<file path="src/rtl/decoder_scan_seq_if.sv">
// Bus between a sweep controller and decoder_scan_seq.
// The slave modport belongs to the sequencer and the master modport to whoever drives it.
// The optional pause wire exists only when DECODER_SCAN_SEQ_PAUSE_EN is defined.
interface decoder_scan_seq_if #(
  parameter int DWELL_W = 8
);
  logic               start;
  logic               stop;
  logic               oneshot;
  logic [3:0]         ch_mask;
  logic [DWELL_W-1:0] dwell;
`ifdef DECODER_SCAN_SEQ_PAUSE_EN
  logic               pause;
`endif
  logic               s1;
  logic               s0;
  logic               sel_valid;
  logic               busy;
  logic               wrap;
  logic               done;

  modport master (
`ifdef DECODER_SCAN_SEQ_PAUSE_EN
    output pause,
`endif
    output start, stop, oneshot, ch_mask, dwell,
    input  s1, s0, sel_valid, busy, wrap, done
  );

  modport slave (
`ifdef DECODER_SCAN_SEQ_PAUSE_EN
    input  pause,
`endif
    input  start, stop, oneshot, ch_mask, dwell,
    output s1, s0, sel_valid, busy, wrap, done
  );
endinterface

</file>
<file path="src/rtl/decoder_scan_seq.sv">
// decoder_scan_seq: drives the s1/s0 select inputs of a 2x4 decoder.
// It sweeps the enabled channels in ascending order and holds each channel for dwell+1 cycles.
// It supports continuous or one-shot sweeps, abort, and wrap/done pulses.
// Optional feature: define DECODER_SCAN_SEQ_PAUSE_EN to add a pause input that
// freezes the sweep while it is in SCAN.
//
// state   | meaning
// IDLE    | no sweep; select 00, sel_valid low
// SCAN    | holding r_ch for the remaining r_cnt+1 cycles
module decoder_scan_seq #(
  parameter int DWELL_W = 8
) (
  input  logic               clk,
  input  logic               rst_n,
  decoder_scan_seq_if.slave  bus
);

  typedef enum logic {
    ST_IDLE = 1'b0,
    ST_SCAN = 1'b1
  } state_t;

  state_t             r_state;
  logic [1:0]         r_ch;
  logic [DWELL_W-1:0] r_cnt;
  logic               r_oneshot;
  logic               r_wrap;
  logic               r_done;

  state_t             w_state;
  logic [1:0]         w_ch;
  logic [DWELL_W-1:0] w_cnt;
  logic               w_oneshot;
  logic               w_wrap;
  logic               w_done;
  logic               w_pause;
  logic [1:0]         w_first;
  logic [1:0]         w_next;

`ifdef DECODER_SCAN_SEQ_PAUSE_EN
  assign w_pause = bus.pause;
`else
  assign w_pause = 1'b0;
`endif

  // Lowest enabled channel, used when a sweep starts.
  function automatic logic [1:0] lowest_ch(input logic [3:0] mask);
    lowest_ch = 2'd0;
    for (int i = 3; i >= 0; i--) begin
      if (mask[i]) lowest_ch = 2'(i);
    end
  endfunction

  // Next enabled channel after ch, searching upward modulo 4.
  // The last candidate is ch itself, which covers the single-channel case.
  function automatic logic [1:0] after_ch(input logic [1:0] ch, input logic [3:0] mask);
    logic [1:0] idx;
    after_ch = ch;
    for (int k = 4; k >= 1; k--) begin
      idx = ch + 2'(k);
      if (mask[idx]) after_ch = idx;
    end
  endfunction

  assign w_first = lowest_ch(bus.ch_mask);
  assign w_next  = after_ch(r_ch, bus.ch_mask);

  // State and datapath registers; reset aborts any sweep with no pulses.
  always_ff @(posedge clk or negedge rst_n) begin
    if (!rst_n) begin
      r_state   <= ST_IDLE;
      r_ch      <= 2'd0;
      r_cnt     <= '0;
      r_oneshot <= 1'b0;
      r_wrap    <= 1'b0;
      r_done    <= 1'b0;
    end else begin
      r_state   <= w_state;
      r_ch      <= w_ch;
      r_cnt     <= w_cnt;
      r_oneshot <= w_oneshot;
      r_wrap    <= w_wrap;
      r_done    <= w_done;
    end
  end

  // Next-state logic: stop beats pause, and pause beats an advance.
  always_comb begin
    w_state   = r_state;
    w_ch      = r_ch;
    w_cnt     = r_cnt;
    w_oneshot = r_oneshot;
    w_wrap    = 1'b0;
    w_done    = 1'b0;
    case (r_state)
      ST_IDLE: begin
        w_ch  = 2'd0;
        w_cnt = '0;
        if (bus.start && !bus.stop && (bus.ch_mask != 4'd0)) begin
          w_state   = ST_SCAN;
          w_ch      = w_first;
          w_cnt     = bus.dwell;
          w_oneshot = bus.oneshot;
        end
      end
      ST_SCAN: begin
        if (bus.stop) begin
          w_state = ST_IDLE;
          w_ch    = 2'd0;
          w_cnt   = '0;
        end else if (w_pause) begin
          w_cnt = r_cnt;
        end else if (r_cnt != '0) begin
          w_cnt = r_cnt - DWELL_W'(1);
        end else if (bus.ch_mask == 4'd0) begin
          w_state = ST_IDLE;
          w_ch    = 2'd0;
          w_done  = 1'b1;
        end else if (w_next <= r_ch) begin
          if (r_oneshot) begin
            w_state = ST_IDLE;
            w_ch    = 2'd0;
            w_done  = 1'b1;
          end else begin
            w_ch   = w_next;
            w_cnt  = bus.dwell;
            w_wrap = 1'b1;
          end
        end else begin
          w_ch  = w_next;
          w_cnt = bus.dwell;
        end
      end
      default: begin
        w_state = ST_IDLE;
        w_ch    = 2'd0;
        w_cnt   = '0;
      end
    endcase
  end

  // Output decode from registers only; r_ch is forced to 0 whenever the sequencer is in IDLE.
  always_comb begin
    bus.s1        = r_ch[1];
    bus.s0        = r_ch[0];
    bus.sel_valid = (r_state == ST_SCAN);
    bus.busy      = (r_state == ST_SCAN);
    bus.wrap      = r_wrap;
    bus.done      = r_done;
  end

endmodule

</file>
<file path="src/flat_wrapper.sv">
// flat-port wrapper written by rule: the top's interface ports become plain ports
module decoder_scan_seq_flat 
#(
  parameter int DWELL_W = 8
)
  (clk, rst_n, bus_start, bus_stop, bus_oneshot, bus_ch_mask, bus_dwell, bus_s1, bus_s0, bus_sel_valid, bus_busy, bus_wrap, bus_done);
  decoder_scan_seq_if #(.DWELL_W(DWELL_W)) bus_i ();
  input  logic clk;
  input  logic rst_n;
  input wire logic [$bits(bus_i.start)-1:0] bus_start;
  input wire logic [$bits(bus_i.stop)-1:0] bus_stop;
  input wire logic [$bits(bus_i.oneshot)-1:0] bus_oneshot;
  input wire logic [$bits(bus_i.ch_mask)-1:0] bus_ch_mask;
  input wire logic [$bits(bus_i.dwell)-1:0] bus_dwell;
  output wire logic [$bits(bus_i.s1)-1:0] bus_s1;
  output wire logic [$bits(bus_i.s0)-1:0] bus_s0;
  output wire logic [$bits(bus_i.sel_valid)-1:0] bus_sel_valid;
  output wire logic [$bits(bus_i.busy)-1:0] bus_busy;
  output wire logic [$bits(bus_i.wrap)-1:0] bus_wrap;
  output wire logic [$bits(bus_i.done)-1:0] bus_done;
  assign bus_i.start = bus_start;
  assign bus_i.stop = bus_stop;
  assign bus_i.oneshot = bus_oneshot;
  assign bus_i.ch_mask = bus_ch_mask;
  assign bus_i.dwell = bus_dwell;
  assign bus_s1 = bus_i.s1;
  assign bus_s0 = bus_i.s0;
  assign bus_sel_valid = bus_i.sel_valid;
  assign bus_busy = bus_i.busy;
  assign bus_wrap = bus_i.wrap;
  assign bus_done = bus_i.done;
  decoder_scan_seq #(.DWELL_W(DWELL_W)) u_core (.clk(clk), .rst_n(rst_n), .bus(bus_i));
endmodule
</file>
<file path="config.mk">
export PLATFORM = sky130hd
export DESIGN_NAME = decoder_scan_seq_flat
export DESIGN_NICKNAME = d
export VERILOG_FILES = /design/src/rtl/decoder_scan_seq_if.sv /design/src/rtl/decoder_scan_seq.sv /design/src/flat_wrapper.sv
export SDC_FILE = /design/constraint.sdc
export NUM_CORES = 1
export LEC_CHECK = 0
export ABC_CLOCK_PERIOD_IN_PS = 2800
export CAP_MARGIN = 40
export CORE_ASPECT_RATIO = 1.25
export CORE_MARGIN = 8
export CORE_UTILIZATION = 30
export DETAILED_ROUTE_END_ITERATION = 7
export GPL_TIMING_DRIVEN = 0
export SKIP_CTS_REPAIR_TIMING = 1
export SLEW_MARGIN = 0
export SYNTH_ARGS = -nofsm -noshare
export SYNTH_HDL_FRONTEND = slang
export SYNTH_SLANG_ARGS = --single-unit
</file>
<file path="constraint.sdc">
create_clock -name clk -period 2.8 [get_ports clk]
set_clock_uncertainty 0.05 [all_clocks]
set_input_delay 0.7 -clock clk [delete_from_list [all_inputs] [get_ports clk]]
set_output_delay 0.7 -clock clk [all_outputs]
set_load 0.01 [all_outputs]
</file>
Word level (Yosys, flattened, before mapping)
Cells that the tools add are included.
Storage, ports and cells
  register bits after elaboration: 14
  input bits: 17
  output and inout port bits: 6
  logic and storage cells: 71
Operators by class
  add/sub/neg operators: 4
  order comparisons: 4
  eq/ne operators: 3
  multiplexer cells: 45
  bitwise operators: 1
  reductions and logical operators: 8
Operator list (count)
  two-way mux 8 bit: 6
  two-way mux 2 bit: 13
  two-way mux 1 bit: 20
  one-hot mux 8 bit (2 select lines): 1
  < comparator 2 x 3 -> 1 bit (second input constant): 3
  nonzero test 8 bit: 1
  subtractor 8 x 1 -> 8 bit (second input constant): 1
  binary-select mux 1 bit (select 2 bit): 3
  inequality test 5 bit (second input constant): 1
  adder 2 bit (second input constant): 2
  logical NOT 4 bit: 1
  inequality test 4 bit (second input constant): 1
  one-hot mux 2 bit (2 select lines): 1
  AND reduction 2 bit: 2
  nonzero test 4 bit: 1
  inequality test 3 bit (second input constant): 1
  adder 2 x 1 -> 2 bit (second input constant): 1
  less-or-equal comparator 2 bit: 1
  logical AND 1 bit: 2
  one-hot mux 1 bit (2 select lines): 1
  logical NOT 1 bit: 1
  inverter 1 bit: 1

Longest topological paths before layout
Gate-level depths: netlist of run 1.
  word-level depth: 12
  depth in mapped cells: 10

Worst setup path after synthesis of run 1
OpenSTA, ideal clock, no wires.
  path type: input-to-reg
  from: input bus_ch_mask[0]
  to: register u_core.r_cnt[2]
  library setup time: 122 ps
  arrival: 2312 ps
  required time: 2628 ps
  slack: 316 ps
  stages on the path: 10
  path buffers: 0
  cells stage by stage: inv_1 -> a22o_1 -> a222oi_1 -> ha_1 -> nand3_1 -> o311ai_4 -> nand4_4 -> clkinv_4 -> o21ai_1 -> o21ai_2
Between the ends
  cells in the longest elaborated chain, start to end: 11
  elaborated cells between the ends (all ways): 22
Ends and longest elaborated chain
  start, declared: line flat_wrapper.sv:13  | input wire logic [$bits(bus_i.ch_mask)-1:0] bus_ch_mask;
  binary-select mux 1 bit (select 2 bit): line decoder_scan_seq.sv:61  | if (mask[idx]) after_ch = idx;
  two-way mux 1 bit (implied by the code): line decoder_scan_seq.sv:61
  two-way mux 2 bit (3 in series): line decoder_scan_seq.sv:61
  less-or-equal comparator 2 bit: line decoder_scan_seq.sv:119  | end else if (w_next <= r_ch) begin
  two-way mux 8 bit: line decoder_scan_seq.sv:119
  two-way mux 8 bit: line decoder_scan_seq.sv:115  | end else if (bus.ch_mask == 4'd0) begin
  two-way mux 8 bit: line decoder_scan_seq.sv:113  | end else if (r_cnt != '0) begin
  two-way mux 8 bit: line decoder_scan_seq.sv:107  | if (bus.stop) begin
  one-hot mux 8 bit (2 select lines): line decoder_scan_seq.sv:95  | case (r_state)
  end signal, assigned: line decoder_scan_seq.sv:80  | r_cnt <= w_cnt;
  end, declared: line decoder_scan_seq.sv:25  | logic [DWELL_W-1:0] r_cnt;
Several ways; a longest one is shown, not always the timed one. The select of a mux whose other input is x is not followed.
A chain may end at the register's enable or synchronous reset.

Worst setup path after layout of run 1
  from: input bus_ch_mask[2]
  to: register u_core.r_cnt[6]
The elaborated chain is that of the path after synthesis.

==> flow_summary_export.csv, run 1 <==
group,metric,value,unit
grt,first_global_vias,909,
timing,timing.final.crit_share,95.39,%
yosys,synthesis.area,1012,um^2
power_and_ir_drop,power.total,0.8908,mW
timing,worstMarginPinSlew,661.4,ps
drt,postRouteAntennaNets,0,
die,fp.dieH,80.95,um
die,dieArea,5501,um^2
drt,drtIter0Drc,30,
cts,clock_latency,250,ps
cts,cts_tree,"built",
drt,drc_errors,0,
final_layout,area_growth,33.75,%
final_layout,diodes,0,
setup_path,reg2reg_depth,9,
timing,min_period,2671,ps
timing,setup_viol,0,
timing,max_slew_margin,55.77,%
setup_path,max_stage_delay,380,ps
setup_path,setup.worst_path.start_class,"input port",
placed_design,hpwl,1925,um
worst_hold_path,hold_path_class,"flop to flop",
drt,avgRoutedWirePerCell,14.48,um
setup_path,crit_end,"u_core.r_cnt[6]",
grt,grt_max_degree,15,
setup_path,path_buf_inv,1,
die,std_cell_rows,23,
job,maxCapViolCount,0,
setup_path,crit_chain,"dlymetal6s2s_1 > or2_2 > a21oi_1 > a21oi_1 > ha_1 > nor2b_1 > o311ai_4 > nand4_4 > nand3_1 > o21ai_0",
final_layout,drive_above_1_share,18.12,%
die,initial_utilization,31.41,%
setup_path,critPathLaunch,"bus_ch_mask[2]",
drt,vias,915,
power_and_ir_drop,peakVddDrop,0.0003614,V
grt,grt_overflow,0,
cts,clock-sinks,14,
cts,clk_path_buf_depth,2,
power_and_ir_drop,leakage,0.6034,nW
outcome,status,"finished clean",
yosys,synthCells,110,
placed_design,place_inst,169,
timing,fmax,0.3744,GHz
drt,first_pass_iters,4,
setup_path,crit_top_cell,"a21oi_1",
cts,cts_buffers,3,
cts,clkSlewWorstSetupHoldPaths,60,ps
setup_path,crit_arrival,2730,ps
setup_path,cp.depth,10,
setup_path,worstPathRequired,2860,ps
placed_design,routabilityCongestion,0.8027,
power_and_ir_drop,powerDensity,658.0,nW/um^2
yosys,syn_avg_cell_area,9.202,um^2
die,core_area,3223,um^2
yosys,ys_types,43,
setup_path,critical_path.top_delay_family,"simple AND/OR/NAND/NOR gates",
drt,vias_per_cell,5.229,
yosys,ys_ff_latch,14,
yosys,yosysSeqAreaShare,34.61,%
yosys,yosysWarnings,0,
grt,antenna_found_initial,0,
setup_path,reg2reg_slack,290,ps
setup_path,reg2reg_from,"u_core.r_ch[1]",
timing,hold_violations,0,
setup_path,crit_type,"input port to flop",
final_layout,fin_cells,175,
cts,root_buffer,"clkbuf_8",
placed_design,port_buffers,22,
setup_path,crit_slowest_cell,"o311ai_4",
timing,drv_slew,0,
final_layout,layout.nets,161,
yosys,async_flop_share,100.0,%
cts,htreeDepth,1,
yosys,synth_fp_nets,131,
yosys,synth-edff-count,0,
grt,track_usage,9.782,%
yosys,ys.flop_type,"dfrtp_1",
die,die_w,67.96,um
setup_path,r2r_end,"u_core.r_cnt[6]",
drt,routed_wl,2534,um
setup_path,crit_path_end_kind,"flop",
die,ios,23,
grt,grt_pass1_wl,4126,um
timing,rsz0062_at_grt,"no",
setup_path,cp_max_fo,6,
==> logic make-up (layout without fill, tap and decap cells) <==
family	count (synthesis)	in the layout	synth area share, %
flip-flops	14	14	34.61
XOR/XNOR	1	1	0.8654
buffers and inverters	12	40	5.439
adder cells (fa/ha/maj)	4	4	4.945
multiplexers	3	3	3.090
AND/OR/NAND/NOR	42	42	25.22
AO/OA/AOI/OAI	34	34	25.84
==> stage by stage <==
stage / cell area [um^2] / worst slack [ps] / TNS, ps / hold WS (ps) / util [%]
after floorplan: 1012 / 315.9 / 0 / 354.4 / -
after global placement: 1279 / -446.9 / -4456 / 483.2 / 39.67
after detailed placement: 1279 / -444.2 / -4740 / 511.2 / 39.67
after CTS: 1320 / -201.7 / -1638 / 523.6 / 40.96
after global routing: 1354 / 4.965 / 0 / 531.8 / 42.00
final: 1354 / 129.0 / 0 / 512.0 / 42.00
==> how the worst min path moves through the flow <==
| stage | depth (start not counted) | from | endpoint |
|---|---|---|---|
| CTS | 1 | u_core.r_oneshot | u_core.r_oneshot |
| finish | 1 | u_core.r_oneshot | u_core.r_oneshot |
| floorplan | 0 | rst_n | u_core.bus.busy |
| global placement | 1 | u_core.r_oneshot | u_core.r_oneshot |
| global route | 1 | u_core.r_oneshot | u_core.r_oneshot |
| detailed placement | 1 | u_core.r_oneshot | u_core.r_oneshot |
==> power by group <==
group          leakage, nW  total, mW  switching [mW]  internal (mW)
Combinational        0.396      0.436           0.228          0.208
Clock               0.0216      0.167          0.0712         0.0954
Sequential           0.186      0.288          0.0496          0.239
==> area by class of cell <==
class | instances | area (um^2)
fillers | 336 | 1869
clock buffers | 3 | 41.29
repair inverters | 1 | 5.005
flip-flops and latches | 14 | 350.3
multi-input cells | 84 | 610.6
inverters | 9 | 38.79
well taps | 37 | 46.29
repair buffers | 24 | 245.2
plain buffers | 3 | 16.27
==> flip-flops by register name, indices dropped and copies added (netlist names) <==
signal            flops
u_core.bus.done       1
u_core.r_oneshot      1
u_core.bus.wrap       1
u_core.r_cnt          8
u_core.bus.busy       1
u_core.r_ch           2
==> routing by layer <==
layer / global-route usage [%] / up-vias / part of all wire (%)
met1: 10.90 / 426 / 43
met2: 16.27 / 23 / 49
met3: 2.476 / 7 / 5.5
met5: 0 / - / 0
met4: 5.749 / 0 / 2.6
li1: - / 459 / -
==> placed cells by master (no fill, tap or decap), drive strengths merged, types with 2 or more instances in the layout <==
cell,netlist,routed
a211oi,2,2
a21oi,11,11
buf,2,4
clkbuf,1,4
clkdlybuf4s50,0,18
clkinv,1,2
dfrtp,14,14
dlymetal6s2s,0,4
ha,4,4
inv,8,8
mux2i,2,2
nand2,7,7
nand2b,2,2
nand3,7,7
nor2,10,10
nor2b,4,4
nor3,4,4
nor4,3,3
o21ai,10,10
==> cells in the mapped netlist, types with 2 or more instances <==
cell type   n  area [um^2]
dfrtp_1    14        350.3
nor2_1     10        37.54
a21oi_1     9        45.04
inv_1       7        26.28
nand2_1     7        26.28
nand3_1     6        30.03
o21ai_0     6        30.03
ha_1        4        50.05
nor2b_1     4        25.02
nor3_1      3        15.01
nor4_1      3        18.77
a211oi_2    2        25.02
a21oi_2     2        17.52
mux2i_1     2        20.02
nand2b_1    2        12.51
o21ai_1     2        10.01
No activity file was read; power rests on OpenSTA's default activity.
==> run 2: changes to the inputs <==
- CORE_MARGIN: 8 -> 4
- CTS_BUF_LIST: not set -> sky130_fd_sc_hd__clkbuf_8
==> flow_summary_export.csv, run 2 (synthesis gave the netlist of run 1 again) <==
group,metric,value,unit
outcome,status,"finished clean",
drt,first_pass_iters,4,
timing,timing.final.crit_share,94.86,%
grt,first_global_vias,964,
setup_path,max_stage_delay,430,ps
cts,root_buffer,"clkbuf_8",
setup_path,cp_max_fo,6,
die,die_w,59.96,um
drt,avgRoutedWirePerCell,13.95,um
drt,drtIter0Drc,57,
setup_path,setup.worst_path.start_class,"input port",
final_layout,area_growth,37.08,%
final_layout,layout.nets,162,
placed_design,place_inst,169,
drt,routed_wl,2456,um
timing,worstMarginPinSlew,640.3,ps
setup_path,crit_slowest_cell,"a222oi_1",
setup_path,worstPathRequired,2930,ps
cts,cts_buffers,3,
grt,track_usage,12.32,%
drt,vias,951,
power_and_ir_drop,power.switching,0.3589,mW
final_layout,diodes,0,
cts,clock-sinks,14,
die,fp.dieH,72.95,um
cts,clkSlewWorstSetupHoldPaths,60,ps
final_layout,mostFrequentLayoutCells,"18 x clkdlybuf4s50_1, 14 x dfrtp_1, 10 x nor2_1",
timing,min_period,2656,ps
worst_hold_path,hold_path_class,"flop to flop",
timing,hold_violations,0,
die,initial_utilization,31.41,%
placed_design,routabilityCongestion,0.8062,
timing,setup_slack,144.0,ps
power_and_ir_drop,p_sw_share,39.33,%
die,core_area,3223,um^2
drt,vias_per_cell,5.403,
placed_design,hpwl,1867,um
drt,postRouteAntennaNets,0,
power_and_ir_drop,peakVddDrop,0.0003497,V
timing,fmax,0.3765,GHz
die,std_cell_rows,23,
final_layout,final_common_cell,"clkdlybuf4s50_1",
grt,antenna_found_initial,0,
timing,max_slew_margin,57.18,%
cts,htreeDepth,1,
setup_path,critical_path.top_delay_family,"compound AO/OA/AOI/OAI gates",
power_and_ir_drop,powerDensity,657.7,nW/um^2
timing,setup_viol,0,
final_layout,top_regs,"u_core.r_cnt x8, u_core.r_ch x2",
setup_path,crit_arrival,2790,ps
cts,cts_tree,"built",
power_and_ir_drop,power_frac_seq,31.7,%
final_layout,drive_above_1_share,23.02,%
power_and_ir_drop,leakage,0.6131,nW
timing,drv_slew,0,
setup_path,crit_type,"input port to flop",
grt,grt_max_degree,15,
grt,grt_pass1_wl,4098,um
placed_design,post-place-ws,-559.9,ps
final_layout,fin_cells,176,
job,maxCapViolCount,0,
grt,grt_overflow,0,
placed_design,port_buffers,22,
power_and_ir_drop,internal-power,0.5537,mW
power_and_ir_drop,clock_power_share,18.6,%
final_layout,largest_register_ffs,8,
power_and_ir_drop,pwr-share-comb,49.7,%
die,dieArea,4373,um^2
setup_path,crit_chain,"dlymetal6s2s_1 > inv_1 > a22o_1 > a222oi_1 > ha_1 > nor2b_1 > o311ai_4 > nand4_4 > clkinv_4 > a211oi_2 > a21oi_2",
final_layout,top_register,"u_core.r_cnt",
cts,clock_latency,250,ps
setup_path,path_buf_inv,3,
setup_path,crit_path_end_kind,"flop",
die,ios,23,
cts,clk_path_buf_depth,2,
drt,drc_errors,0,
==> run 2: path summary, 6_finish.rpt <==
check	start	endpoint	slack, ps	cells past startpoint
min reg2reg	u_core.r_oneshot	u_core.r_oneshot	490	1
min in group asynchronous	rst_n	u_core.r_cnt[2]	790	1
max reg2reg	u_core.r_ch[1]	u_core.r_cnt[1]	310	10
max in group asynchronous	rst_n	u_core.bus.wrap	1490	1
min	u_core.r_oneshot	u_core.r_oneshot	490	1
max	bus_ch_mask[0]	u_core.r_cnt[1]	140	11
==> run 2: area by class of cell <==
cell class	instances	area, um^2
Fill cell	342	1836
Timing Repair Buffer	25	252.7
Tap cell	37	46.29
Buffer	3	16.27
Clock buffer	3	41.29
Multi-Input combinational cell	84	636.9
Sequential cell	14	350.3
Inverter	9	38.79
Timing Repair inverter	1	5.005
==> run 2: power groups by stage <==
| stage | Clock [mW] | Combinational, mW | Sequential (mW) |
|---|---|---|---|
| after floorplan | 0 | 0.307 | 0.285 |
| after global placement | 0 | 0.411 | 0.289 |
| after detailed placement | 0 | 0.420 | 0.291 |
| after CTS | 0.177 | 0.422 | 0.287 |
| after global routing | 0.186 | 0.504 | 0.297 |
| final | 0.170 | 0.453 | 0.289 |
==> run 2: routing by layer <==
layer | vias up | routed length (um) | track usage, %
met2 | 25 | 1258 | 21.63
li1 | 466 | - | -
met1 | 455 | 1006 | 13.58
met3 | 5 | 131 | 1.770
met4 | 0 | 60 | 7.389
met5 | - | 0 | 0
==> run 2: stage by stage <==
step	total power [mW]	cell area (um^2)	util, %	hold WS (ps)	TNS [ps]
finish	0.9126	1388	43.05	492.3	0
global route	0.9869	1388	43.05	512.6	-16.29
CTS	0.8860	1320	40.96	496.8	-2412
detailed placement	0.7104	1279	39.67	485.8	-5601
global placement	0.7000	1279	39.67	480.0	-4692
floorplan	0.5925	1012	-	354.4	0
